[config.mk]
export PLATFORM = sky130hd
export DESIGN_NAME = vc_buffer_arbiter
export DESIGN_NICKNAME = d
export VERILOG_FILES = /design/src/rtl/vc_buffer_arbiter.sv
export SDC_FILE = /design/constraint.sdc
export NUM_CORES = 1
export LEC_CHECK = 0
export BUFFER_PORTS_ARGS = -buffer_cell sky130_fd_sc_hd__clkbuf_2
export CAP_MARGIN = 5
export CELL_PAD_IN_SITES_DETAIL_PLACEMENT = 1
export CELL_PAD_IN_SITES_GLOBAL_PLACEMENT = 1
export CORE_UTILIZATION = 44
export DETAILED_ROUTE_END_ITERATION = 6
export GPL_ROUTABILITY_DRIVEN = 0
export PLACE_DENSITY = 0.66
export SYNTH_ARGS = -nofsm -noshare
export SYNTH_HDL_FRONTEND = slang
export SYNTH_SLANG_ARGS = --single-unit
[constraint.sdc]
create_clock -name clk -period 4.76 [get_ports clk]
set_input_delay 0.952 -clock clk [delete_from_list [all_inputs] [get_ports clk]]
set_output_delay 0.952 -clock clk [all_outputs]
set_load 0.01 [all_outputs]
[src/rtl/vc_buffer_arbiter.sv]
// ---------------------------------------------------------------------------
// vc_buffer_arbiter
//   Two virtual-channel FIFOs (VC0, VC1) feeding the destination output mux.
//   Each input word is steered to a VC by its top (class) bit. At most one VC
//   is popped per cycle, VC0 having strict priority over VC1. Pops stop while
//   the destination reports almost-full. A small FSM takes the almost-full
//   thresholds during INIT and reports when the buffer is idle.
//
// Ports
//   clk, reset          clock; synchronous active-high reset
//   init                enter INIT and load thresholds while high
//   umbral_vc0/1        almost-full thresholds, sampled while in INIT
//   data_in, valid_in   push word and push request
//   dst_pause           destination almost-full; blocks all pops
//   data_out_vcX        popped word (0 when valid_vcX is low)
//   valid_vcX           registered pop strobe, one per popped word
//   vcX_empty/full      occupancy flags
//   vcX_almost_full     occupancy >= programmed threshold
//   fifo_error          one-cycle pulse: a push was dropped on a full VC
//   state, idle         FSM state and idle decode
//
// state    | meaning
// ---------+------------------------------------------------------------
// RESET  0 | after reset; pushes ignored, waits for init
// INIT   1 | thresholds follow umbral_* every cycle; pushes ignored
// IDLE   2 | both VCs empty; pushes accepted, no pops
// ACTIVE 3 | data buffered; pops issued when dst_pause is low
// ---------------------------------------------------------------------------
module vc_buffer_arbiter #(
  parameter int BITNUMBER = 6,
  parameter int DEPTH_VC0 = 16,
  parameter int DEPTH_VC1 = 4,
  localparam int CW0 = $clog2(DEPTH_VC0) + 1,
  localparam int CW1 = $clog2(DEPTH_VC1) + 1
) (
  input  logic                 clk,
  input  logic                 reset,
  input  logic                 init,
  input  logic [CW0-1:0]       umbral_vc0,
  input  logic [CW1-1:0]       umbral_vc1,
  input  logic [BITNUMBER-1:0] data_in,
  input  logic                 valid_in,
  input  logic                 dst_pause,
  output logic [BITNUMBER-1:0] data_out_vc0,
  output logic                 valid_vc0,
  output logic [BITNUMBER-1:0] data_out_vc1,
  output logic                 valid_vc1,
  output logic                 vc0_empty,
  output logic                 vc1_empty,
  output logic                 vc0_full,
  output logic                 vc1_full,
  output logic                 vc0_almost_full,
  output logic                 vc1_almost_full,
  output logic                 fifo_error,
  output logic [1:0]           state,
  output logic                 idle
);

  localparam int AW0 = $clog2(DEPTH_VC0);
  localparam int AW1 = $clog2(DEPTH_VC1);

  typedef enum logic [1:0] {
    ST_RESET  = 2'd0,
    ST_INIT   = 2'd1,
    ST_IDLE   = 2'd2,
    ST_ACTIVE = 2'd3
  } state_t;

  state_t               state_q, state_d;
  logic [CW0-1:0]       count0_q, count0_d;
  logic [CW1-1:0]       count1_q, count1_d;
  logic [AW0-1:0]       wr0_q, wr0_d, rd0_q, rd0_d;
  logic [AW1-1:0]       wr1_q, wr1_d, rd1_q, rd1_d;
  logic [CW0-1:0]       thr0_q, thr0_d;
  logic [CW1-1:0]       thr1_q, thr1_d;
  logic [BITNUMBER-1:0] dout0_q, dout0_d, dout1_q, dout1_d;
  logic                 vout0_q, vout0_d, vout1_q, vout1_d;
  logic                 err_q, err_d;
  logic [BITNUMBER-1:0] mem0_q [DEPTH_VC0];
  logic [BITNUMBER-1:0] mem0_d [DEPTH_VC0];
  logic [BITNUMBER-1:0] mem1_q [DEPTH_VC1];
  logic [BITNUMBER-1:0] mem1_d [DEPTH_VC1];

  logic full0, full1, accept_state, pop_ok;
  logic pop0, pop1, push_req0, push_req1, push0, push1;

  assign full0 = (count0_q == CW0'(DEPTH_VC0));
  assign full1 = (count1_q == CW1'(DEPTH_VC1));

  assign accept_state = (state_q == ST_IDLE) || (state_q == ST_ACTIVE);
  assign pop_ok       = (state_q == ST_ACTIVE) && !dst_pause;

  // Pop decision uses registered counts only, so a word written this cycle
  // can never be popped in the same cycle.
  assign pop0 = pop_ok && (count0_q != '0);
  assign pop1 = pop_ok && (count0_q == '0) && (count1_q != '0);

  assign push_req0 = valid_in && accept_state && !data_in[BITNUMBER-1];
  assign push_req1 = valid_in && accept_state &&  data_in[BITNUMBER-1];

  // A pop on the same VC frees the head slot, so a full VC still takes the push.
  assign push0 = push_req0 && (!full0 || pop0);
  assign push1 = push_req1 && (!full1 || pop1);

  always_comb begin
    mem0_d   = mem0_q;
    mem1_d   = mem1_q;
    wr0_d    = wr0_q;
    wr1_d    = wr1_q;
    rd0_d    = rd0_q;
    rd1_d    = rd1_q;
    count0_d = count0_q;
    count1_d = count1_q;
    thr0_d   = thr0_q;
    thr1_d   = thr1_q;
    state_d  = state_q;

    if (push0) begin
      mem0_d[wr0_q] = data_in;
      wr0_d         = wr0_q + AW0'(1);
    end
    if (push1) begin
      mem1_d[wr1_q] = data_in;
      wr1_d         = wr1_q + AW1'(1);
    end
    if (pop0) rd0_d = rd0_q + AW0'(1);
    if (pop1) rd1_d = rd1_q + AW1'(1);

    if (push0 && !pop0) count0_d = count0_q + CW0'(1);
    else if (pop0 && !push0) count0_d = count0_q - CW0'(1);
    if (push1 && !pop1) count1_d = count1_q + CW1'(1);
    else if (pop1 && !push1) count1_d = count1_q - CW1'(1);

    dout0_d = pop0 ? mem0_q[rd0_q] : '0;
    dout1_d = pop1 ? mem1_q[rd1_q] : '0;
    vout0_d = pop0;
    vout1_d = pop1;
    err_d   = (push_req0 && !push0) || (push_req1 && !push1);

    if (state_q == ST_INIT) begin
      thr0_d = umbral_vc0;
      thr1_d = umbral_vc1;
    end

    case (state_q)
      ST_RESET: if (init) state_d = ST_INIT;
      ST_INIT:  if (!init) state_d = ST_IDLE;
      // A push this cycle counts as occupancy so the word is poppable next cycle.
      ST_IDLE: begin
        if (init) state_d = ST_INIT;
        else if ((count0_q != '0) || (count1_q != '0) || push0 || push1)
          state_d = ST_ACTIVE;
      end
      ST_ACTIVE: begin
        if (init) state_d = ST_INIT;
        else if ((count0_q == '0) && (count1_q == '0) && !push0 && !push1)
          state_d = ST_IDLE;
      end
      default: state_d = ST_RESET;
    endcase
  end

  always_ff @(posedge clk) begin
    if (reset) begin
      state_q  <= ST_RESET;
      count0_q <= '0;
      count1_q <= '0;
      wr0_q    <= '0;
      wr1_q    <= '0;
      rd0_q    <= '0;
      rd1_q    <= '0;
      thr0_q   <= CW0'(DEPTH_VC0 - 1);
      thr1_q   <= CW1'(DEPTH_VC1 - 1);
      dout0_q  <= '0;
      dout1_q  <= '0;
      vout0_q  <= 1'b0;
      vout1_q  <= 1'b0;
      err_q    <= 1'b0;
    end else begin
      state_q  <= state_d;
      count0_q <= count0_d;
      count1_q <= count1_d;
      wr0_q    <= wr0_d;
      wr1_q    <= wr1_d;
      rd0_q    <= rd0_d;
      rd1_q    <= rd1_d;
      thr0_q   <= thr0_d;
      thr1_q   <= thr1_d;
      dout0_q  <= dout0_d;
      dout1_q  <= dout1_d;
      vout0_q  <= vout0_d;
      vout1_q  <= vout1_d;
      err_q    <= err_d;
    end
  end

  // Storage needs no reset: occupancy is tracked by the counters alone.
  always_ff @(posedge clk) begin
    mem0_q <= mem0_d;
    mem1_q <= mem1_d;
  end

  assign data_out_vc0    = dout0_q;
  assign data_out_vc1    = dout1_q;
  assign valid_vc0       = vout0_q;
  assign valid_vc1       = vout1_q;
  assign vc0_empty       = (count0_q == '0);
  assign vc1_empty       = (count1_q == '0);
  assign vc0_full        = full0;
  assign vc1_full        = full1;
  assign vc0_almost_full = (count0_q >= thr0_q);
  assign vc1_almost_full = (count1_q >= thr1_q);
  assign fifo_error      = err_q;
  assign state           = state_q;
  assign idle            = (state_q == ST_IDLE);

endmodule

==> metrics.txt <==
top cell type's share of synthesized area=0.5317; slowest stage delay, CP=between 0.3 and 0.4 ns; Layout Nets=~520; Synth area leaders=edfxtp_1 53%, dfxtp_1 13%, mux4_2 10%; Total Wirelength=between 10,000 and 15,000 um; vias after detailed routing=between 3,000 and 4,000; final worst path period need=3.228 ns; worst hold-check path type=reg -> reg; Post-synth EDFFs=120; Fill cells=around 1,400; status=completed; pwr dens=~370 mW/mm2; GRT Resource Usage Total=0.1906; Ant. Diodes=0; CTS tree=built; core area=0.01475 mm2; sw frac=0.2021; crit share post-route=0.6781; die area=around 0.016 mm2; most common library cells after synthesis=120 x edfxtp_1, 45 x dfxtp_1, 32 x nor2_1; sequential share of the synthesized area=0.6646; Worst Path Required=5.06 ns; Syn Area/Cell=approximately 15 um2; ys flop type=edfxtp_1; CP arrival=3.53 ns; Synth Register Bits=~170; crit path launch type=primary input; Unique masters post-synth=45; clock group share of total power=0.428; Design Area, Final=0.007672 mm2; post-layout util=0.5200; worst r2r src=count0_q[1]; vias in the first global route=between 3,000 and 4,000; Final Skew=between 0.009 and 0.01 ns; antenna violations before repair=0; total CTS buffers=17; LEAKAGE=between 2 and 3 nW; P_sw=around 0.57 mW; Max clock buf depth=2; final setup TNS=0 ns; vias per inst=roughly 5.5; root buf cell=clkbuf_16; Clock Latency Late Sink=about 0.42 ns; max-cap viol count=0; Syn Inst Count=around 440; worst relative slew slack=0.3148; Final Hold Fails=0; critical path endpoint=count0_q[4]; r2r setup slk=about 1.6 ns; crit path max fanout=25; H-tree levels=4; hold buffer count at CTS=0; setup repair bufs after CTS=0; Port Buf Inserts=42; Reg power frac=0.547; r2r endpoint=count0_q[4]; total power=approximately 2.8 mW; CP endpoint kind=flip-flop; Synth Warn #=0; detailed-route DRC error count=0; max-slew violations=0; DP Area=roughly 0.0072 mm2; Cell Rows=44; io pins=43; Logic pwr share=0.025; DR pass1 iterations=4; RSZ-0062 raised after global routing=no; slowest CP cell=mux2_2; Yosys top cell by area=edfxtp_1; Die Ht=between 100 and 150 um; Final ANT Viol Nets=0; Initial Utilization=0.4594; cell repeated most along the worst path=ha_1; first-pass GRT wire length=roughly 22,000 um; crit-path cells=clkbuf_2 > nand3b_1 > a31oi_1 > buf_4 > ha_1 > inv_1 > ha_1 > or2_2 > o22ai_1 > mux2i_1 > mux2_2; share of layout cells above drive strength 1=0.2126; cells on worst reg2reg path=9; top-count cell post-synth=edfxtp_1; grt ovf=0; syn nets=481; Pint=roughly 2.3 mW; cts repair resizes=0; crit path from=data_in[5]; initial drt markers=203; CTS clk-pin slew, worst paths=0.06 ns; largest net degree at the start of global routing=40; die width=126.1 um; Clock Sink Count=~170; mapped cell area=just under 0.007 mm2; Post-synth ARST share=0; WL/cell=approximately 21 um; Worst Max-Slew Pin Slew=between 1 and 1.5 ns; IR Drop Worst-Case VDD=~0.26 mV; Final setup viols=0; Layout area overhead=13.20%; fmax=roughly 310 MHz; kind of critical path=in -> reg; hpwl dp=a little over 9000 um
power groups by stage:
stage / Sequential [mW] / Clock, mW / Combinational (mW)
2_1_floorplan: 1.58 / 0 / 0.0361
3_3_place_gp: 1.58 / 0 / 0.0670
3_5_place_dp: 1.58 / 0 / 0.0717
4_1_cts: 1.55 / 1.23 / 0.0724
5_1_grt: 1.55 / 1.29 / 0.0803
6_report: 1.55 / 1.22 / 0.0707
through the flow:
step,hold WS (ns),worst slack [ns],std cells
after floorplan,0.4363,1.261,438
after global placement,0.4488,1.192,646
after detailed placement,0.4580,1.120,646
after CTS,0.4660,1.536,678
after global routing,0.4903,1.331,678
final,0.4610,1.532,678
logic make-up (layout without fill, tap and decap cells):
| group | Yosys count | in the layout | share of synthesized area |
|---|---|---|---|
| multiplexers | 48 | 48 | 0.1266 |
| buffers and inverters | 42 | 98 | 0.02400 |
| XOR/XNOR | 9 | 9 | 0.01163 |
| flip-flops | 165 | 165 | 0.6646 |
| AO/OA/AOI/OAI | 40 | 40 | 0.03821 |
| adder cells (fa/ha/maj) | 24 | 24 | 0.04652 |
| AND/OR/NAND/NOR | 110 | 110 | 0.08843 |
critical path: cells and delay by family:
| family | cells | cell delay (ns) |
|---|---|---|
| fa+ha+maj | 2 | 0.44 |
| buf+inv | 3 | 0.62 |
| mux | 2 | 0.57 |
| simple gates | 2 | 0.62 |
| compound gates | 2 | 0.34 |
cell type report:
| type | instances | area, um2 | share of cell area |
|---|---|---|---|
| flip-flops and latches | 165 | 4504 | 0.5871 |
| multi-input cells | 231 | 2111 | 0.2751 |
| inverters | 20 | 75.07 | 0.009785 |
| well taps | 184 | 230.2 | 0.03001 |
| clock buffers | 28 | 486.7 | 0.06344 |
| clock inverters | 4 | 25.02 | 0.003262 |
| repair buffers | 46 | 240.2 | 0.03131 |
how the worst min path moves through the flow:
| stage | startpoint | depth (start not counted) | end |
|---|---|---|---|
| floorplan | thr0_q[4] | 2 | thr0_q[4] |
| global placement | thr0_q[4] | 2 | thr0_q[4] |
| detailed placement | thr0_q[4] | 2 | thr0_q[4] |
| CTS | thr0_q[4] | 2 | thr0_q[4] |
| global route | thr1_q[2] | 2 | thr1_q[2] |
| finish | thr0_q[4] | 2 | thr0_q[4] |
layout by cell type, fill, tap and decap left out, drive strengths merged, types with 2 or more instances in the layout:
master / netlist / final
mux4: 30 / 30
nand3b: 4 / 4
o31a: 2 / 2
nand2: 11 / 11
ha: 22 / 22
o21ai: 6 / 6
buf: 8 / 4
nor2b: 15 / 15
xnor2: 3 / 3
nor2: 32 / 32
or3: 4 / 4
inv: 20 / 20
nor4: 4 / 4
a211o: 4 / 4
nor3: 5 / 5
clkbuf: 14 / 70
edfxtp: 120 / 120
nand3: 5 / 5
xor2: 6 / 6
and3: 18 / 18
mux2: 2 / 2
nand2b: 4 / 4
clkinv: 0 / 3
o22ai: 7 / 7
dfxtp: 45 / 45
mux2i: 16 / 16
fa: 2 / 2
a21o: 4 / 4
a21oi: 12 / 12
layer usage:
layer | vias to the layer above | wire, um | track usage
li1 | 1735 | - | -
met1 | 1897 | 6536 | 0.2538
met2 | 65 | 6794 | 0.3123
met3 | 14 | 409 | 0.03611
met4 | 0 | 207 | 0.07016
met5 | - | 0 | 0
registers in the layout, indices dropped and copies added (netlist names), 4 cells and up:
signal,flops
data_out_vc0,6
mem0_q,96
data_out_vc1,6
mem1_q,24
rd0_q,4
wr0_q,4
count0_q,5
thr0_q,5
Note: power is estimated with default switching activity, not from simulation.
